<file path="src/rtl/demux_clk_edge_in_if.sv">
// Pin-side bundle for the clock-phase demux: enable, shared data wire,
// and the valid/ready drain port with drop status.
interface demux_clk_edge_in_if #(
  parameter int WIDTH     = 7,
  parameter int CNT_WIDTH = 8
) ();
  logic                 en;
  logic [WIDTH-1:0]     din;
  logic                 out_valid;
  logic                 out_ready;
  logic [WIDTH-1:0]     out_pos;
  logic [WIDTH-1:0]     out_neg;
  logic [CNT_WIDTH-1:0] drop_cnt;
  logic                 overflow;

  modport master (
    output en, din, out_ready,
    input  out_valid, out_pos, out_neg, drop_cnt, overflow
  );

  modport slave (
    input  en, din, out_ready,
    output out_valid, out_pos, out_neg, drop_cnt, overflow
  );
endinterface

</file>
<file path="src/rtl/demux_clk_edge_in.sv">
// Recovers (pos, neg) pairs from a clock-phase multiplexed wire and queues
// them in a 2-entry posedge FIFO; pairs arriving while full are dropped.
module demux_clk_edge_in #(
  parameter int WIDTH     = 7,
  parameter int CNT_WIDTH = 8
) (
  input  logic                clk,
  input  logic                rst_n,
  demux_clk_edge_in_if.slave  bus
);

  function automatic logic [CNT_WIDTH-1:0] sat_inc(input logic [CNT_WIDTH-1:0] v);
    return (&v) ? v : v + 1'b1;
  endfunction

  logic [WIDTH-1:0]     cap_pos_d, cap_pos_q;
  logic                 en_reg_d, en_reg_q;
  logic [1:0]           count_d, count_q;
  logic                 head_d, head_q;
  logic [WIDTH-1:0]     pos_mem_d [2];
  logic [WIDTH-1:0]     pos_mem_q [2];
  logic [WIDTH-1:0]     neg_mem_d [2];
  logic [WIDTH-1:0]     neg_mem_q [2];
  logic [CNT_WIDTH-1:0] drop_cnt_d, drop_cnt_q;
  logic                 overflow_d, overflow_q;
  logic                 pop, push, drop, tail;

  // Stage 0: falling edge grabs the high-phase value before the wire flips
  always_comb begin
    cap_pos_d = bus.din;
  end

  always_ff @(negedge clk) begin
    if (!rst_n) cap_pos_q <= '0;
    else        cap_pos_q <= cap_pos_d;
  end

  // Stage 1: rising edge pairs cap_pos with the low-phase value and queues it
  always_comb begin
    pop      = (count_q != 2'd0) && bus.out_ready;
    push     = en_reg_q && ((count_q != 2'd2) || pop);
    drop     = en_reg_q && (count_q == 2'd2) && !pop;
    // slot after the last valid entry; wraps onto head when full
    tail     = head_q ^ count_q[0];

    en_reg_d = bus.en;
    head_d   = pop ? ~head_q : head_q;

    count_d  = count_q;
    if (push && !pop)      count_d = count_q + 2'd1;
    else if (pop && !push) count_d = count_q - 2'd1;

    pos_mem_d = pos_mem_q;
    neg_mem_d = neg_mem_q;
    if (push) begin
      pos_mem_d[tail] = cap_pos_q;
      neg_mem_d[tail] = bus.din;
    end

    drop_cnt_d = drop ? sat_inc(drop_cnt_q) : drop_cnt_q;
    overflow_d = overflow_q | drop;
  end

  always_ff @(posedge clk) begin
    if (!rst_n) begin
      en_reg_q   <= 1'b0;
      count_q    <= 2'd0;
      head_q     <= 1'b0;
      pos_mem_q  <= '{default: '0};
      neg_mem_q  <= '{default: '0};
      drop_cnt_q <= '0;
      overflow_q <= 1'b0;
    end else begin
      en_reg_q   <= en_reg_d;
      count_q    <= count_d;
      head_q     <= head_d;
      pos_mem_q  <= pos_mem_d;
      neg_mem_q  <= neg_mem_d;
      drop_cnt_q <= drop_cnt_d;
      overflow_q <= overflow_d;
    end
  end

  assign bus.out_valid = (count_q != 2'd0);
  assign bus.out_pos   = (count_q != 2'd0) ? pos_mem_q[head_q] : '0;
  assign bus.out_neg   = (count_q != 2'd0) ? neg_mem_q[head_q] : '0;
  assign bus.drop_cnt  = drop_cnt_q;
  assign bus.overflow  = overflow_q;

endmodule

</file>
<file path="src/flat_wrapper.sv">
// flat-port wrapper written by rule: the top's interface ports become plain ports
module demux_clk_edge_in_flat 
#(
  parameter int WIDTH     = 7,
  parameter int CNT_WIDTH = 8
)
  (clk, rst_n, bus_en, bus_din, bus_out_ready, bus_out_valid, bus_out_pos, bus_out_neg, bus_drop_cnt, bus_overflow);
  demux_clk_edge_in_if #(.WIDTH(WIDTH), .CNT_WIDTH(CNT_WIDTH)) bus_i ();
  input  logic clk;
  input  logic rst_n;
  input wire logic [$bits(bus_i.en)-1:0] bus_en;
  input wire logic [$bits(bus_i.din)-1:0] bus_din;
  input wire logic [$bits(bus_i.out_ready)-1:0] bus_out_ready;
  output wire logic [$bits(bus_i.out_valid)-1:0] bus_out_valid;
  output wire logic [$bits(bus_i.out_pos)-1:0] bus_out_pos;
  output wire logic [$bits(bus_i.out_neg)-1:0] bus_out_neg;
  output wire logic [$bits(bus_i.drop_cnt)-1:0] bus_drop_cnt;
  output wire logic [$bits(bus_i.overflow)-1:0] bus_overflow;
  assign bus_i.en = bus_en;
  assign bus_i.din = bus_din;
  assign bus_i.out_ready = bus_out_ready;
  assign bus_out_valid = bus_i.out_valid;
  assign bus_out_pos = bus_i.out_pos;
  assign bus_out_neg = bus_i.out_neg;
  assign bus_drop_cnt = bus_i.drop_cnt;
  assign bus_overflow = bus_i.overflow;
  demux_clk_edge_in #(.WIDTH(WIDTH), .CNT_WIDTH(CNT_WIDTH)) u_core (.clk(clk), .rst_n(rst_n), .bus(bus_i));
endmodule
</file>
<file path="config.mk">
export PLATFORM = sky130hd
export DESIGN_NAME = demux_clk_edge_in_flat
export DESIGN_NICKNAME = d
export VERILOG_FILES = /design/src/rtl/demux_clk_edge_in_if.sv /design/src/rtl/demux_clk_edge_in.sv /design/src/flat_wrapper.sv
export SDC_FILE = /design/constraint.sdc
export NUM_CORES = 1
export LEC_CHECK = 0
export ABC_AREA = 0
export CAP_MARGIN = 20
export CORE_AREA = 2 2 69 71
export DETAILED_ROUTE_END_ITERATION = 8
export DIE_AREA = 0 0 71 73
export PLACE_DENSITY_LB_ADDON = 0.25
export RECOVER_POWER = 25
export SLEW_MARGIN = 20
export SYNTH_ARGS = -nofsm -noshare
export SYNTH_HDL_FRONTEND = slang
export SYNTH_SLANG_ARGS = --single-unit
</file>
<file path="constraint.sdc">
create_clock -name clk -period 1.71 [get_ports clk]
set_input_delay 0.4275 -clock clk [delete_from_list [all_inputs] [get_ports clk]]
set_output_delay 0.4275 -clock clk [all_outputs]
set_load 0.005 [all_outputs]
</file>
==> metrics, run 1 <==
DRT iter0 DRCs=46; Mapped Nets=220; I/O pin count=35; EDFF count, synth=0; hpwl dp=~2700 um; IO buf count=34; CTS Buf Count=5; area leader, netlist=dfxtp_1; final clock skew=between 0.07 and 0.08 ns; min Tclk post-route=between 1.5 and 2 ns; vias in the first global route=~1.5k; Place WS=-0.490 ns; setup violators final=19; ANT nets after route=0; CP startpoint kind=flip-flop; WP data required=just under 2 ns; gpl congestion=between 0.7 and 0.8; initial antenna violation count=0; RSZ-0062 raised after global routing=yes; Area Growth Syn to Fin=35.2%; Die W=roughly 70 um; Layout Utilization=approximately three fifths; clk buf depth=2; Max Clk Rate=approximately 550 MHz; synth warn=0; Yosys top cell area share=about 47%; synthesized flop and latch total=48; crit path kind=reg -> reg; diode count=0; DIE AREA=approximately 5200 um^2; register clock-pin slew on the reported worst setup and hold paths=0.09 ns; Max-Slew Margin vs Limit=66.1%; synth unique cells=29; worst r2r src=u_core.count_q[0]; Total Power=roughly 3500 uW; Worst Setup End Kind=flip-flop; Slowest-stage cell, CP=or3_1; drt drc=0; # H-tree levels=2; Die Y=approximately 73 um; Avg WL per Cell=about 13 um; commonest non-fill, non-tap cell in the layout=nor2_1; Clock Latency Late Sink=roughly 0.38 ns; Worst setup startpoint=u_core.count_q[0]; Routed WL=between 4000 and 5000 um; number of clock sinks=48; status=finished with violations; global-route wire length before repair=~6500 um; Async SR Flop Fraction=0%; internal reg-to-reg setup slack=-0.12 ns; area of the mapped netlist=a little over 2000 um^2; fraction of layout cells with a size suffix above 1=about a quarter; Worst Tran Pin Value=~0.50 ns; vias per cell=about 4.8; Avg Cell Area, Syn=between 9 and 10 um^2; Final Max Tran Viols=0; dominant cells by area after synthesis=dfxtp_1, mux2i_1, nor2_1; Reg2Reg Depth=7; max incr delay on CP=0.37 ns; power density over the cells=around 1300 nW/um^2; sequential share of the synthesized area=between 40% and 50%; end of the critical path=u_core.count_q[1]; row count=25; Max Cap Viol=0; Peak VDD IR=about 730 uV; CTS Hold Bufs=0; leakage=approximately 0.0013 uW; Hold WS=between 0.4 and 0.5 ns; Post-synth top flop=dfxtp_1; largest net degree at the start of global routing=25; Detailed Routing Iterations Pass 1=4; failing checks=setup timing; global-route usage over all layers=between 10% and 20%; Hold Crit Class=reg -> reg; Initial Util=between 40% and 50%; most frequent cells in the layout=nor2_1, mux2i_1, dfxtp_1, clkdlybuf4s50_1, buf_4; worst path buffer plus inverter count=1; Final Hold Fails=0; vias=approximately 1.6k; synthesized instance count=just over 200; worst path arrival time=around 2.1 ns; CTS root buf=clkbuf_8; Worst Path Max Fanout=4; nets@finish=approximately 280; fin crit share=107%; critical-path cell list=buf_6, or3b_4, and2_4, ha_4, xor2_2, or3_1, a21oi_1; critical path depth=7; setup ws final=-0.115 ns; reg2reg end=u_core.count_q[1]; grt ovf=0; CORE AREA=approximately 4500 um^2; CTS tree=done; CP top delay family=simple AND/OR/NAND/NOR gates
## metrics by stage
step | area [um^2] | setup TNS, ns | cells
4_1_cts | 2760 | -0.897 | 321
3_3_place_gp | 2590 | -13.50 | 302
5_1_grt | 2760 | -2.31 | 324
2_1_floorplan | 2060 | 0 | 207
6_report | 2760 | -1.06 | 324
3_5_place_dp | 2590 | -14.22 | 302
## logic make-up (layout without fill, tap and decap cells)
group	Yosys count	in the layout	synth area share, %
simple gates	78	78	18.0
flops	48	48	47.1
mux	44	44	21.6
buf+inv	17	80	5.33
compound gates	9	9	2.94
xor+xnor	9	9	3.86
fa+ha+maj	2	2	1.23
## routing by layer
layer | vias up | share of wire (%) | track usage (%)
li1 | 809 | - | -
met1 | 726 | 46 | 20.4
met3 | 6 | 3.6 | 3.59
met2 | 29 | 49 | 26.9
met4 | 0 | 1.7 | 6.29
met5 | - | 0 | 0
## Yosys cell counts, types with 2 or more instances
cell        n
mux2i_1    44
ha_1        2
and2_1     10
xor2_1      9
o211ai_1    2
dfxtp_1    48
clkbuf_1    5
and3_1      2
nand3_1     2
o2111ai_1   2
buf_6       3
o21ai_0     3
nand4_1     2
inv_1       5
nor2_1     54
## where the power goes
part	internal (uW)	total [uW]	switching (uW)
Combinational	810	1420	610
Sequential	1250	1330	76.8
Clock	323	774	451
## area by class of cell
cell class / instances / area, um^2
multi-input combinational: 142 / 1010
inverter: 4 / 15.0
timing repair buffer: 61 / 568
tap: 54 / 67.6
clock inverter: 10 / 52.6
fill: 393 / 1770
sequential: 48 / 978
clock buffer: 5 / 68.8
## worst reg2reg max path: cells and delay by family, from the launching register on
family	cells	cell delay, ns
xor+xnor	1	0.15
flops	1	0.35
compound gates	1	0.12
buf+inv	1	0.11
fa+ha+maj	1	0.15
simple gates	3	0.88
## state kept, by name (all words and copies together) (netlist names)
name                 cells
u_core.count_q           2
u_core.bus.drop_cnt      8
u_core.pos_mem_q        14
u_core.neg_mem_q        14
u_core.cap_pos_q         7
u_core.head_q            1
u_core.en_reg_q          1
u_core.bus.overflow      1
## worst min path at each step
| stage | start | depth (start not counted) | slack (ns) | endpoint |
|---|---|---|---|---|
| global route | u_core.neg_mem_q[8] | 2 | 0.52 | u_core.neg_mem_q[8] |
| global placement | u_core.bus.overflow | 2 | 0.45 | u_core.bus.overflow |
| floorplan | u_core.neg_mem_q[10] | 2 | 0.46 | u_core.neg_mem_q[10] |
| detailed placement | u_core.bus.overflow | 2 | 0.46 | u_core.bus.overflow |
| CTS | u_core.bus.overflow | 2 | 0.49 | u_core.bus.overflow |
| finish | u_core.bus.overflow | 2 | 0.48 | u_core.bus.overflow |
## what timing repair did
| item | 4_1_cts | 5_1_grt |
|---|---|---|
| gates resized for setup | 48 | 25 |
| buffers inserted | 7 | 2 |
| setup endpoints to repair | 37 | 33 |
| gates cloned | 0 | 1 |
| pin swaps | 2 | 7 |
(Power assumes the default switching activity.)
==> inputs of run 2 (changes only) <==
Settings changed: CORE_AREA 2 2 69 71 to 2 2 66 68, DIE_AREA 0 0 71 73 to 0 0 68 70, TNS_END_PERCENT set to 100.
Clock period 1.71 ns to 1.78 ns, I/O delays scaled along.
==> metrics, run 2 (same netlist as run 1, synthesis figures left out) <==
status=finished with violations; failing checks=setup timing; max incr delay on CP=~0.38 ns; Max Clk Rate=between 500 and 600 MHz; diode count=0; Clock Latency Late Sink=~0.37 ns; I/O pin count=35; crit path kind=reg -> reg; Initial Util=approximately 50%; initial antenna violation count=0; Hold Crit Class=reg -> reg; Slowest-stage cell, CP=dfxtp_4; RSZ-0062 raised after global routing=yes; leakage=about 0.0014 uW; vias in the first global route=roughly 1.6k; Layout Utilization=between 60% and 70%; CTS Hold Bufs=0; register clock-pin slew on the reported worst setup and hold paths=roughly 0.10 ns; most frequent cells in the layout=nor2_1, dfxtp_1, mux2i_1, clkdlybuf4s50_1, buf_4; Max Cap Viol=0; clk buf depth=2; hpwl dp=roughly 2900 um; drt drc=0; fin crit share=101%; global-route wire length before repair=7040 um; setup ws final=-0.0207 ns; CP startpoint kind=flip-flop; switching power=~1100 uW; Place WS=-0.461 ns; worst path arrival time=a little over 2 ns; Die Y=~70 um; switch share=around 32%; sequential share of power=37.1%; nets@finish=between 200 and 300; Die W=between 60 and 70 um; # H-tree levels=2; CTS root buf=clkbuf_8; Clk network pwr share=around 22%; Worst Setup End Kind=flip-flop; ANT nets after route=0; DRT iter0 DRCs=between 40 and 50; CTS Buf Count=5; gpl congestion=between 0.8 and 0.9; vias=1597; Max-Slew Margin vs Limit=between 70% and 80%; global-route usage over all layers=19.7%; row count=24; CTS tree=done; Comb pwr share=roughly two fifths; end of the critical path=u_core.count_q[1]; final clock skew=roughly 0.064 ns; IO buf count=34; Detailed Routing Iterations Pass 1=4; DIE AREA=between 4000 and 5000 um^2; Reg2Reg Depth=7; critical-path cell list=buf_6, or3b_4, and2_4, ha_4, xor2_1, or3_1, a21oi_1; power density over the cells=around 1200 nW/um^2; CORE AREA=4140 um^2; Hold WS=between 0.4 and 0.5 ns; commonest non-fill, non-tap cell in the layout=nor2_1; Area Growth Syn to Fin=36.6%; Peak VDD IR=~680 uV; Routed WL=between 4000 and 5000 um; grt ovf=0; Worst Tran Pin Value=around 0.37 ns; Final Max Tran Viols=0; number of clock sinks=48; Avg WL per Cell=roughly 13 um; fraction of layout cells with a size suffix above 1=23.0%; worst r2r src=u_core.count_q[1]; internal power=roughly 2300 uW; vias per cell=slightly below 5; Final Hold Fails=0; Worst Path Max Fanout=2; largest net degree at the start of global routing=23; WP data required=about 2 ns; internal reg-to-reg setup slack=-0.02 ns; setup violators final=1; reg2reg end=u_core.count_q[1]; Worst setup startpoint=u_core.count_q[1]; min Tclk post-route=1.80 ns
[run 2: cell count changes in the layout (fill, tap and decap cells not counted), moves of 2 or more]
cell      delta
clkbuf_2     -4
buf_6        +8
buf_4        -3
xor2_2       -2
dfxtp_1      +5
xor2_1       +2
dfxtp_2      -5
buf_2        +4
[run 2: per-layer routing]
layer	up-vias	GRT usage (%)	routed length [um]
met3	7	4.83	172
met5	-	0	0
met4	0	7.33	68
li1	816	-	-
met2	33	32.4	2120
met1	741	24.3	1970
[run 2: final cells by class]
type / count / area [um^2]
Clock buffer: 5 / 68.8
Clock inverter: 10 / 52.6
Timing Repair Buffer: 65 / 621
Inverter: 4 / 15.0
Sequential cell: 48 / 972
Multi-Input combinational cell: 142 / 996
Tap cell: 52 / 65.1
Fill cell: 338 / 1350
[run 2: metrics by stage]
step | TNS (ns) | instances | power (uW) | instance area (um^2)
final | -0.0207 | 326 | 3460 | 2790
after global routing | -0.246 | 326 | 3670 | 2790
after CTS | -0.243 | 325 | 3380 | 2770
after detailed placement | -12.23 | 299 | 2380 | 2570
after global placement | -11.46 | 299 | 2370 | 2570
after floorplan | 0 | 207 | 1980 | 2060
[run 2: critical path, delay by kind of cell (launching register included)]
family          cells  cell delay, ns
simple gates        3            0.85
buf+inv             1            0.10
fa+ha+maj           1            0.14
xor+xnor            1            0.14
compound gates      1            0.12
flops               1            0.38
[run 2: worst min path at each step]
stage                            to            startpoint  cells after the start
2_1_floorplan  u_core.neg_mem_q[10]  u_core.neg_mem_q[10]                      2
3_3_place_gp    u_core.bus.overflow   u_core.bus.overflow                      2
3_5_place_dp    u_core.bus.overflow   u_core.bus.overflow                      2
4_1_cts         u_core.bus.overflow   u_core.bus.overflow                      2
5_1_grt        u_core.pos_mem_q[11]  u_core.pos_mem_q[11]                      2
6_report        u_core.bus.overflow   u_core.bus.overflow                      2
[run 2: power groups by stage]
stage,sequential [uW],combinational (uW),clock [uW]
after floorplan,1250,705,27.8
after global placement,1280,1060,27.8
after detailed placement,1290,1070,27.8
after CTS,1280,1310,781
after global routing,1300,1530,835
final,1280,1420,754
[run 2: timing repair]
action / in CTS / in global routing
resized for setup: 48 / 28
cloned: 1 / 1
endpoints found under the hold margin: 0 / 0
pin swaps: 7 / 8
setup endpoints to repair: 36 / 19
buffers inserted: 11 / 1
